==> config.mk <==
export PLATFORM = sky130hd
export DESIGN_NAME = iccad_lane_pipe
export DESIGN_NICKNAME = d
export VERILOG_FILES = /design/src/rtl/iccad_lane_pkg.sv /design/src/rtl/iccad_delay_line.sv /design/src/rtl/iccad_lane_pipe.sv
export SDC_FILE = /design/constraint.sdc
export NUM_CORES = 1
export LEC_CHECK = 0
export ABC_CLOCK_PERIOD_IN_PS = 1200
export BUFFER_PORTS_ARGS = -buffer_cell sky130_fd_sc_hd__buf_4
export CORE_AREA = 8 8 45 47
export DETAILED_ROUTE_END_ITERATION = 16
export DIE_AREA = 0 0 53 55
export GPL_ROUTABILITY_DRIVEN = 1
export PLACE_DENSITY_LB_ADDON = 0.1
export SETUP_SLACK_MARGIN = 0.02
export SLEW_MARGIN = 20
export SYNTH_ARGS = -nofsm -noshare
export SYNTH_HDL_FRONTEND = slang
export SYNTH_SLANG_ARGS = --single-unit
==> constraint.sdc <==
create_clock -name iccad_clk -period 1.2 [get_ports iccad_clk]
set_input_delay 0.24 -clock iccad_clk [delete_from_list [all_inputs] [get_ports iccad_clk]]
set_output_delay 0.24 -clock iccad_clk [all_outputs]
set_load 0.02 [all_outputs]
==> src/rtl/iccad_lane_pkg.sv <==
// rtl/iccad_lane_pkg.sv - shared constants, FSM state type and latency helper for iccad_lane_pipe
// Contents: MODE_FEEDBACK/MODE_BYPASS encodings, state_t {S_FILL, S_RUN}, lat(depth).
package iccad_lane_pkg;

  localparam logic MODE_FEEDBACK = 1'b0;
  localparam logic MODE_BYPASS   = 1'b1;

  typedef enum logic {
    S_FILL = 1'b0,
    S_RUN  = 1'b1
  } state_t;

  // Total enabled edges from input sample to output: feedback flop plus delay stages.
  function automatic int lat(input int depth);
    return depth + 1;
  endfunction

endpackage

==> src/rtl/iccad_delay_line.sv <==
// rtl/iccad_delay_line.sv - DEPTH-stage enabled, clearable registered delay line
// Ports: clock, reset (sync, active-high), enable (advance), clear (zero all stages
// when enabled), d (stage 0 input), q (last stage).
module iccad_delay_line #(
  parameter int WIDTH = 1,
  parameter int DEPTH = 2
) (
  input  logic             clock,
  input  logic             reset,
  input  logic             enable,
  input  logic             clear,
  input  logic [WIDTH-1:0] d,
  output logic [WIDTH-1:0] q
);

  logic [WIDTH-1:0] stg [DEPTH];

  always_ff @(posedge clock) begin
    if (reset) begin
      for (int k = 0; k < DEPTH; k++) stg[k] <= '0;
    end else if (enable) begin
      if (clear) begin
        for (int k = 0; k < DEPTH; k++) stg[k] <= '0;
      end else begin
        stg[0] <= d;
        for (int k = 1; k < DEPTH; k++) stg[k] <= stg[k-1];
      end
    end
  end

  assign q = stg[DEPTH-1];

endmodule

==> src/rtl/iccad_lane_pipe.sv <==
// rtl/iccad_lane_pipe.sv - multi-lane NAND/NOR-feedback flop with delay line, fill tracking and mode flush
// Ports: iccad_clk, iccad_rst (sync, active-high), en (advance), mode (0 feedback,
// 1 bypass), inp1/inp2 (lane operands), out (last delay stage), out_valid (pipe full).
module iccad_lane_pipe
  import iccad_lane_pkg::*;
#(
  parameter int WIDTH = 1,
  parameter int DEPTH = 2
) (
  input  logic             iccad_clk,
  input  logic             iccad_rst,
  input  logic             en,
  input  logic             mode,
  input  logic [WIDTH-1:0] inp1,
  input  logic [WIDTH-1:0] inp2,
  output logic [WIDTH-1:0] out,
  output logic             out_valid
);

  localparam int            LAT   = lat(DEPTH);
  localparam int            CW    = $clog2(LAT + 1);
  localparam logic [CW-1:0] LAT_C = CW'(LAT);

  logic [WIDTH-1:0] n1;
  logic [WIDTH-1:0] fq;
  logic [WIDTH-1:0] fq_next;
  logic             mode_q;
  logic             flush;
  logic [CW-1:0]    cnt;
  state_t           state;

  assign n1    = ~(inp1 & inp2);
  // A requested mode differing from the applied one flushes instead of sampling.
  assign flush = (mode != mode_q);

  always_comb begin
    fq_next = ~(n1 | fq);
    if (mode_q == MODE_BYPASS) fq_next = ~n1;
  end

  always_ff @(posedge iccad_clk) begin
    if (iccad_rst) begin
      fq     <= '0;
      mode_q <= MODE_FEEDBACK;
      cnt    <= '0;
      state  <= S_FILL;
    end else if (en) begin
      if (flush) begin
        fq     <= '0;
        mode_q <= mode;
        cnt    <= '0;
        state  <= S_FILL;
      end else begin
        fq <= fq_next;
        if (cnt != LAT_C) cnt <= cnt + 1'b1;
        // Enter RUN exactly on the edge that brings the counter to LAT.
        if (cnt == LAT_C - 1'b1) state <= S_RUN;
      end
    end
  end

  iccad_delay_line #(
    .WIDTH (WIDTH),
    .DEPTH (DEPTH)
  ) u_delay (
    .clock  (iccad_clk),
    .reset  (iccad_rst),
    .enable (en),
    .clear  (flush),
    .d      (fq),
    .q      (out)
  );

  assign out_valid = (state == S_RUN) && (cnt == LAT_C);

endmodule

==> out/metrics.yaml, run 1 <==
status:
  status: "complete, but fails checks"
  violations: "setup timing"
critical_path:
  cp-endpoint: "out_valid"
  cp_slowest_cell: "dfxtp_2"
  path_cells: "ha_4, and2_4, buf_6"
  ff2ff_setup_slack_ps: 130
  crit_cells: 3
  path_max_fanout: 3
  crit_start: "cnt[0]"
  r2r_start: "cnt[1]"
  worstPathArrival_ps: 990
  slowest_delay_ps: 330
  cp_top_family: "flip-flops"
  required_ps: 960
  worstRegToRegCells: 5
  rr_endpoint: "cnt[1]"
  crit_buf_inv: 1
  start_kind: "flip-flop"
  end_kind: "output pin"
  path_class: "reg2out"
synthesis:
  synth_area_leaders: "dfxtp_1, edfxtp_1, ha_1, o32ai_2, xnor2_2"
  ys_top_cells_by_count: "dfxtp_1, a21oi_1, inv_1"
  synth_cell_types: 25
  yosysMostFrequentCell: "dfxtp_1"
  synth_edf_count: 2
  synthCells: 36
  yosysWarnings: 0
  synth_ff_type: "dfxtp_1"
  async_flop_share: 0
  synthDominantCellAreaShare: 0.277
  synth.avg_cell_area_sq_um: 10.0
  ys_seq_area_frac: 0.443
  synth_seq_cells: 7
  syn-num-nets: 44
  yosysTopAreaCell: "dfxtp_1"
  netlist_area_sq_um: 362
clock_tree:
  clk_pin_slew_ps: 50
  clockRootBuffer: "clkbuf_4"
  insertion_delay_ps: 250
  hold_buffers: 0
  htreeDepth: 1
  tritoncts: "yes"
  cts_buffer_depth: 2
  cts_made_buffers: 3
  cts_sinks: 7
route:
  vias: 282
  via_per_inst: 4.41
  drt-wirelength-per-cell_um: 10.9
  routed_wirelength_um: 695
  drt_pass1_iterations: 2
  drc_errors: 0
  drt-initial-drc-count: 1
  drt.antenna.violating_nets: 0
power_and_ir_drop:
  p_sw_uw: 127
  seqPwrFrac: 0.482
  clkPwrFrac: 0.380
  p_per_area_nw_per_um2: 1100
  p_leak_uw: 0.000195
  peakVddDrop_mv: 0.405
  switching_share: 0.232
  pwr-share-comb: 0.138
  p_int_uw: 420
  power_uw: 546
hold_path:
  hp-class: "in2reg"
sta:
  fmax_mhz: 816
  setup-violations-final: 1
  fin_worst_skew_ps: 0.884
  hold_viol: 0
  setup_ws_ps: -25.2
  fin_crit_sh: 1.02
  tns_ps: -25.2
  period_minus_slack_ps: 1230
  relSlewSlack: 0.857
  grt_setup_unrepaired: "true"
  drv_slew: 0
  worst_pin_slew_ps: 215
floorplan:
  placementRows: 14
  dieArea_sq_um: 2920
  fp.dieH_um: 55
  core_sq_um: 1380
  io_pins: 8
  die_x_um: 53
  start_util: 0.261
grt:
  met2_usage: 0.0723
  track_usage: 0.0598
  use_met1: 0.0691
  grt_pass1_wl_um: 1200
  met3_usage: 0.0321
  grt-ovfl-total: 0
  grt_max_degree: 10
  grt_pass1_vias: 287
  antenna_found_initial: 0
  busiest_layer: "met2"
placement:
  io_buffers: 7
  globalplace.congestion: 0.644
  dp_hpwl_um: 527
  placed_cell_area_sq_um: 440
  place_ws_ps: 130
job:
  drv_cap: 0
finish:
  drive_gt1_frac: 0.438
  design_area_sq_um: 495
  n_antenna_cell: 0
  fin_nets: 57
  syn_to_final_growth_pct: 37.0
## kinds of logic (layout without fill, tap and decap cells)
logic type,Yosys count,in the layout,share of synthesized area
muxes,1,1,0.0277
DFF,7,7,0.443
adders and majority gates,2,2,0.0692
and+or+nand+nor,11,11,0.166
buffers and inverters,5,17,0.0553
xor gates and xnor gates,2,2,0.0692
AOI/OAI and AO/OA,8,8,0.170
## power by group through the flow
stage               Sequential (uW)  Clock [uW]  Combinational [uW]
floorplan                       267           0                44.3
global placement                265           0                73.7
detailed placement              266           0                75.0
CTS                             263         224                77.4
global route                    264         242                85.9
finish                          263         208                75.5
## registers in the layout (all words and copies together) (netlist names)
register and cells:
state 1, cnt 2, mode_q 1, fq 1, u_delay.stg 2
## layout by cell type, fill, tap and decap left out, drive strengths merged, types with 2 or more instances in the layout
master | synthesis | layout
a21oi | 3 | 3
buf | 1 | 10
clkbuf | 1 | 4
dfxtp | 5 | 5
edfxtp | 2 | 2
ha | 2 | 2
inv | 3 | 3
nand2 | 2 | 2
nor2 | 2 | 2
## per-layer routing
metal / routed length [um] / share of wire
met3: 59 / 0.085
met2: 299 / 0.43
met5: 0 / 0
met1: 336 / 0.48
met4: 0 / 0
## cell type report
type	instances	area, sq um
clock buffer	4	26.3
fill	142	888
inverter	3	11.3
multi-input combinational	24	196
sequential	7	163
tap	16	20.0
timing repair buffer	10	78.8
## stage by stage
stage	hold slack, ps	util	std cells
2_1_floorplan	387	-	36
3_3_place_gp	471	0.318	59
3_5_place_dp	479	0.318	59
4_1_cts	207	0.358	64
5_1_grt	199	0.358	64
6_report	209	0.358	64
## worst min path at each step
stage / depth (start not counted) / end / startpoint / slack, ps
after global placement: 2 / fq / fq / 470
after floorplan: 2 / mode_q / mode / 390
after CTS: 2 / cnt[0] / iccad_rst / 210
after detailed placement: 2 / fq / fq / 480
final: 2 / cnt[1] / iccad_rst / 210
after global routing: 2 / cnt[1] / iccad_rst / 200
## worst reg2reg max path, cell delays in order, from the launching register on
cell     delay [ps]
dfxtp_2         330
buf_4           130
ha_1            260
nor2_1           80
nand3_1          80
a21oi_1         110
## what timing repair did
item	4_1_cts	5_1_grt
setup endpoints to repair	1	1
resized for setup	6	0
pin swaps	2	1
buffers inserted	1	0
No activity file was read; power rests on OpenSTA's default activity.
==> run 2, diff against run 1 <==
- ABC_CLOCK_PERIOD_IN_PS: 1200 -> 1400
- SYNTH_HIERARCHICAL: unset -> 1
- clock period: 1.2 -> 1.4 ns (I/O delays scaled with it)
==> out/metrics.yaml, run 2 <==
status:
  status: "finished clean"
route:
  drt-wirelength-per-cell_um: 13.4
  drt_pass1_iterations: 2
  routed_wirelength_um: 856
  drt-initial-drc-count: 2
  drc_errors: 0
  via_per_inst: 4.92
  vias: 315
  drt.antenna.violating_nets: 0
synthesis:
  ys_top_cells_by_count: "dfxtp_1, o21ai_1"
  synth_compound_area_frac: 0.134
  synth-adder-area-share: 0.0625
  synth_area_leaders: "dfxtp_1, edfxtp_1, nor4b_2, and4bb_2, ha_1"
  synth-xor-area-share: 0.0406
  synthDominantCellAreaShare: 0.250
  synth-simple-area-share: 0.272
  muxShareOfSynthArea: 0.0250
  synth_top_family_by_area: "simple AND/OR/NAND/NOR gates"
  yosysMostFrequentCell: "dfxtp_1"
  synth_seq_cells: 7
  synth_cell_types: 22
  yosysWarnings: 6
  synth_edf_count: 2
  synth.avg_cell_area_sq_um: 11.1
  synth_ff_type: "dfxtp_1"
  syn-num-nets: 44
  ys_seq_area_frac: 0.400
  async_flop_share: 0
  yosysTopAreaCell: "dfxtp_1"
  synthCells: 36
  netlist_area_sq_um: 400
sta:
  period_minus_slack_ps: 1340
  setup-violations-final: 0
  grt_setup_unrepaired: "false"
  worst_pin_slew_ps: 222
  fin_crit_sh: 0.960
  drv_slew: 0
  relSlewSlack: 0.852
  fin_worst_skew_ps: 1.83
  fmax_mhz: 744
  tns_ps: 0
  holdWs_ps: 300
  hold_viol: 0
finish:
  final_core_util: 0.379
  n_antenna_cell: 0
  drive_gt1_frac: 0.479
  mostFrequentLayoutCells: "buf_4, o21ai_1, clkbuf_4, dfxtp_1"
  fillerInstances: 140
  syn_to_final_growth_pct: 30.9
  layout_commonest_cell: "buf_4"
  top_regs: "cnt (2), u_delay/stg (2)"
  layoutNonFillerInstCount: 64
  fin_nets: 57
grt:
  grt_pass1_wl_um: 1160
  grt_pass1_vias: 292
  grt_max_degree: 14
  grt-ovfl-total: 0
  track_usage: 0.0581
  antenna_found_initial: 0
floorplan:
  io_pins: 8
  placementRows: 14
  core_sq_um: 1380
  dieArea_sq_um: 2920
  start_util: 0.289
  fp.dieH_um: 55
  die_x_um: 53
placement:
  globalplace.congestion: 0.591
  dp_hpwl_um: 588
  placed_cells: 57
  io_buffers: 7
critical_path:
  crit_start: "cnt[0]"
  cp-endpoint: "out_valid"
  rr_endpoint: "cnt[1]"
  r2r_start: "cnt[0]"
  end_kind: "output pin"
  path_class: "reg2out"
  worstPathArrival_ps: 1060
  required_ps: 1120
  path_max_fanout: 4
  ff2ff_setup_slack_ps: 190
  start_kind: "flip-flop"
  worstRegToRegCells: 5
clock_tree:
  htreeDepth: 1
  clockRootBuffer: "clkbuf_4"
  cts_made_buffers: 3
  cts_sinks: 7
  clk_pin_slew_ps: 50
  insertion_delay_ps: 240
  cts_buffer_depth: 2
  tritoncts: "yes"
power_and_ir_drop:
  power_uw: 474
  p_per_area_nw_per_um2: 904
  p_leak_uw: 0.000212
  peakVddDrop_mv: 0.452
hold_path:
  hp-class: "in2reg"
job:
  drv_cap: 0
[run 2: timing repair]
| action | in CTS | in global routing |
|---|---|---|
| gates resized for setup | 4 | 1 |
| pin swaps | 0 | 1 |
| setup endpoints to repair | 1 | 1 |
| endpoints found under the hold margin | 0 | 0 |
| setup buffers | 0 | 3 |
| hold buffers | 0 | 0 |
[run 2: worst min-delay path by stage]
stage	depth (start not counted)	endpoint	slack, ps	start
after floorplan	2	mode_q	430	mode
after global placement	2	fq	480	fq
after detailed placement	2	fq	490	fq
after CTS	2	state	290	iccad_rst
after global routing	2	state	300	iccad_rst
final	2	state	300	iccad_rst
[run 2: logic make-up (layout without fill, tap and decap cells)]
| logic type | Yosys count | after routing |
|---|---|---|
| xor+xnor | 1 | 1 |
| mux | 1 | 1 |
| flops | 7 | 7 |
| simple gates | 12 | 12 |
| compound gates | 8 | 8 |
| fa+ha+maj | 2 | 2 |
| buf+inv | 5 | 17 |
[run 2: critical path, cell delays in order (launching register included)]
cell	delay, ps
dfxtp_4	360
ha_4	170
and2_1	150
buf_4	150
[run 2: final cells by class]
| class | count | area (sq um) | share of cell area |
|---|---|---|---|
| inverter | 3 | 11.3 | 0.0215 |
| timing repair buffer | 10 | 75.1 | 0.143 |
| sequential | 7 | 165 | 0.315 |
| multi-input combinational | 24 | 226 | 0.432 |
| tap | 16 | 20.0 | 0.0382 |
| clock buffer | 4 | 26.3 | 0.0501 |
[run 2: metal layers]
metal	vias up	routed length, um	track usage
li1	162	-	-
met1	147	329	0.0475
met2	6	466	0.102
met3	0	60	0.0294
met4	0	0	0.0517
met5	-	0	0
[run 2: power breakdown]
group          switching [uW]  internal [uW]  total (uW)
registers                8.60            217         226
clock network            70.4            109         179
logic                    33.3           35.4        68.8
[run 2: stage by stage]
step	setup WS (ps)	cell area, sq um
5_1_grt	19.0	524
4_1_cts	39.8	499
2_1_floorplan	247	400
6_report	56.4	524
3_5_place_dp	144	458
3_3_place_gp	187	458
==> run 3, diff against run 2 <==
- ABC_AREA: unset -> 1
==> out/metrics.yaml, run 3 <==
floorplan:
  dieArea_sq_um: 2920
  fp.dieH_um: 55
  die_x_um: 53
  placementRows: 14
  start_util: 0.267
  core_sq_um: 1380
  io_pins: 8
critical_path:
  slowest_delay_ps: 340
  path_class: "reg2out"
  start_kind: "flip-flop"
  end_kind: "output pin"
  path_cells: "ha_4, nand2_1, inv_1, buf_4"
  crit_buf_inv: 2
  cp_top_family: "flip-flops"
  cp_slowest_cell: "dfxtp_2"
  path_max_fanout: 3
  required_ps: 1120
  worstPathArrival_ps: 990
sta:
  relSlewSlack: 0.899
  fin_crit_sh: 0.905
  fin_worst_skew_ps: 11.0
  grt_setup_unrepaired: "false"
  tns_ps: 0
  setup-violations-final: 0
  worst_pin_slew_ps: 150
  drv_slew: 0
  fmax_mhz: 789
  hold_viol: 0
  period_minus_slack_ps: 1270
grt:
  grt_max_degree: 10
  track_usage: 0.0598
  antenna_found_initial: 0
  grt-ovfl-total: 0
  grt_pass1_vias: 314
  grt_pass1_wl_um: 1240
synthesis:
  synth_seq_cells: 7
  synthCells: 50
  synth_area_leaders: "dfxtp_1, edfxtp_1, nand2_1, inv_1, a21oi_1"
  yosysTopAreaCell: "dfxtp_1"
  synthDominantCellAreaShare: 0.271
  ys_seq_area_frac: 0.434
  synth_edf_count: 2
  synth_cell_types: 13
  yosysMostFrequentCell: "nand2_1"
  yosysWarnings: 6
  netlist_area_sq_um: 369
  async_flop_share: 0
  syn-num-nets: 58
  synth.avg_cell_area_sq_um: 7.38
  ys_top_cells_by_count: "nand2_1, inv_1, a21oi_1, dfxtp_1, nor2_1"
  synth_ff_type: "dfxtp_1"
finish:
  design_area_sq_um: 484
  drive_gt1_frac: 0.295
  top_regs: "cnt (2), u_delay/stg (2)"
  multi_input_area_sq_um: 176
  regArea_sq_um: 163
  fin_nets: 70
  layout_commonest_cell: "nand2_1"
  n_antenna_cell: 0
  mostFrequentLayoutCells: "nand2_1, inv_1, buf_4"
  syn_to_final_growth_pct: 31.2
  fillerInstances: 160
power_and_ir_drop:
  p_int_uw: 354
  switching_share: 0.269
  seqPwrFrac: 0.472
  p_sw_uw: 131
  pwr-share-comb: 0.140
  p_leak_uw: 0.000242
  clkPwrFrac: 0.389
  p_per_area_nw_per_um2: 1000
  peakVddDrop_mv: 0.317
clock_tree:
  clockRootBuffer: "clkbuf_4"
  tritoncts: "yes"
  insertion_delay_ps: 260
  cts_buffer_depth: 2
  cts_made_buffers: 3
  clk_pin_slew_ps: 50
  htreeDepth: 1
  cts_sinks: 7
  post_cts_buffers: 0
placement:
  placed_cell_area_sq_um: 442
  globalplace.congestion: 0.743
  dp_hpwl_um: 568
  io_buffers: 7
route:
  via_per_inst: 4.12
  drt-wirelength-per-cell_um: 9.56
  drt-initial-drc-count: 6
  drt_pass1_iterations: 4
  drt.antenna.violating_nets: 0
  drc_errors: 0
  vias: 317
  routed_wirelength_um: 736
job:
  drv_cap: 0
hold_path:
  hp-class: "in2reg"
status:
  status: "finished clean"
==> run 3: cell types whose count changed after synthesis, sizes merged, moves of 3 or more <==
| cell | previous run | this run |
|---|---|---|
| nand2 | 0 | 11 |
| inv | 3 | 12 |
| nor2 | 1 | 6 |
| nand3 | 0 | 4 |
| a21oi | 2 | 5 |
==> run 3: final cells by class <==
type                       count  share of cell area
tap                           16              0.0413
clock buffer                   3              0.0465
clock inverter                 1              0.0103
multi-input combinational     31               0.364
timing repair buffer           7               0.109
sequential                     7               0.336
inverter                      12              0.0930
==> run 3: logic make-up after synthesis <==
kind of cell    Yosys count  synth area share
compound gates            7            0.0949
fa+ha+maj                 2            0.0678
buf+inv                  12             0.122
flops                     7             0.434
simple gates             22             0.281
==> run 3: repair_timing <==
action | in CTS | in global routing
endpoints found under the setup margin | 0 | 1
hold buffers | 0 | 0
gates resized for setup | 0 | 4
==> run 3: per-stage QoR <==
| step | power, uW | util | setup WS [ps] | std cells | hold WS [ps] |
|---|---|---|---|---|---|
| floorplan | 271 | - | 358 | 50 | 349 |
| global placement | 299 | 0.319 | 195 | 73 | 476 |
| detailed placement | 299 | 0.319 | 165 | 73 | 475 |
| CTS | 490 | 0.339 | 35.2 | 77 | 211 |
| global route | 519 | 0.350 | 57.2 | 77 | 199 |
| finish | 485 | 0.350 | 133 | 77 | 210 |
==> run 3: path summary, 6_finish.rpt <==
path         startpoint                end  slack [ps]  cells past startpoint
max reg2reg      mode_q  u_delay/stg[0][0]         260                      6
min reg2reg       state              state         480                      2
min           iccad_rst             cnt[1]         210                      2
max              cnt[1]          out_valid         130                      4
==> run 3: layer usage <==
| layer | part of all wire | up-vias | routed length, um | global-route usage |
|---|---|---|---|---|
| met4 | 0.016 | 0 | 12 | 0.0517 |
| met5 | 0 | - | 0 | 0 |
| met3 | 0.067 | 2 | 49 | 0.0348 |
| met1 | 0.48 | 134 | 356 | 0.0631 |
| li1 | - | 174 | - | - |
| met2 | 0.43 | 7 | 316 | 0.0840 |
==> run 3: power groups by stage <==
stage | Sequential, uW | Clock, uW | Combinational (uW)
floorplan | 232 | 0 | 38.8
global route | 231 | 211 | 77.4
detailed placement | 231 | 0 | 67.9
finish | 229 | 188 | 67.7
global placement | 231 | 0 | 67.9
CTS | 226 | 195 | 68.2
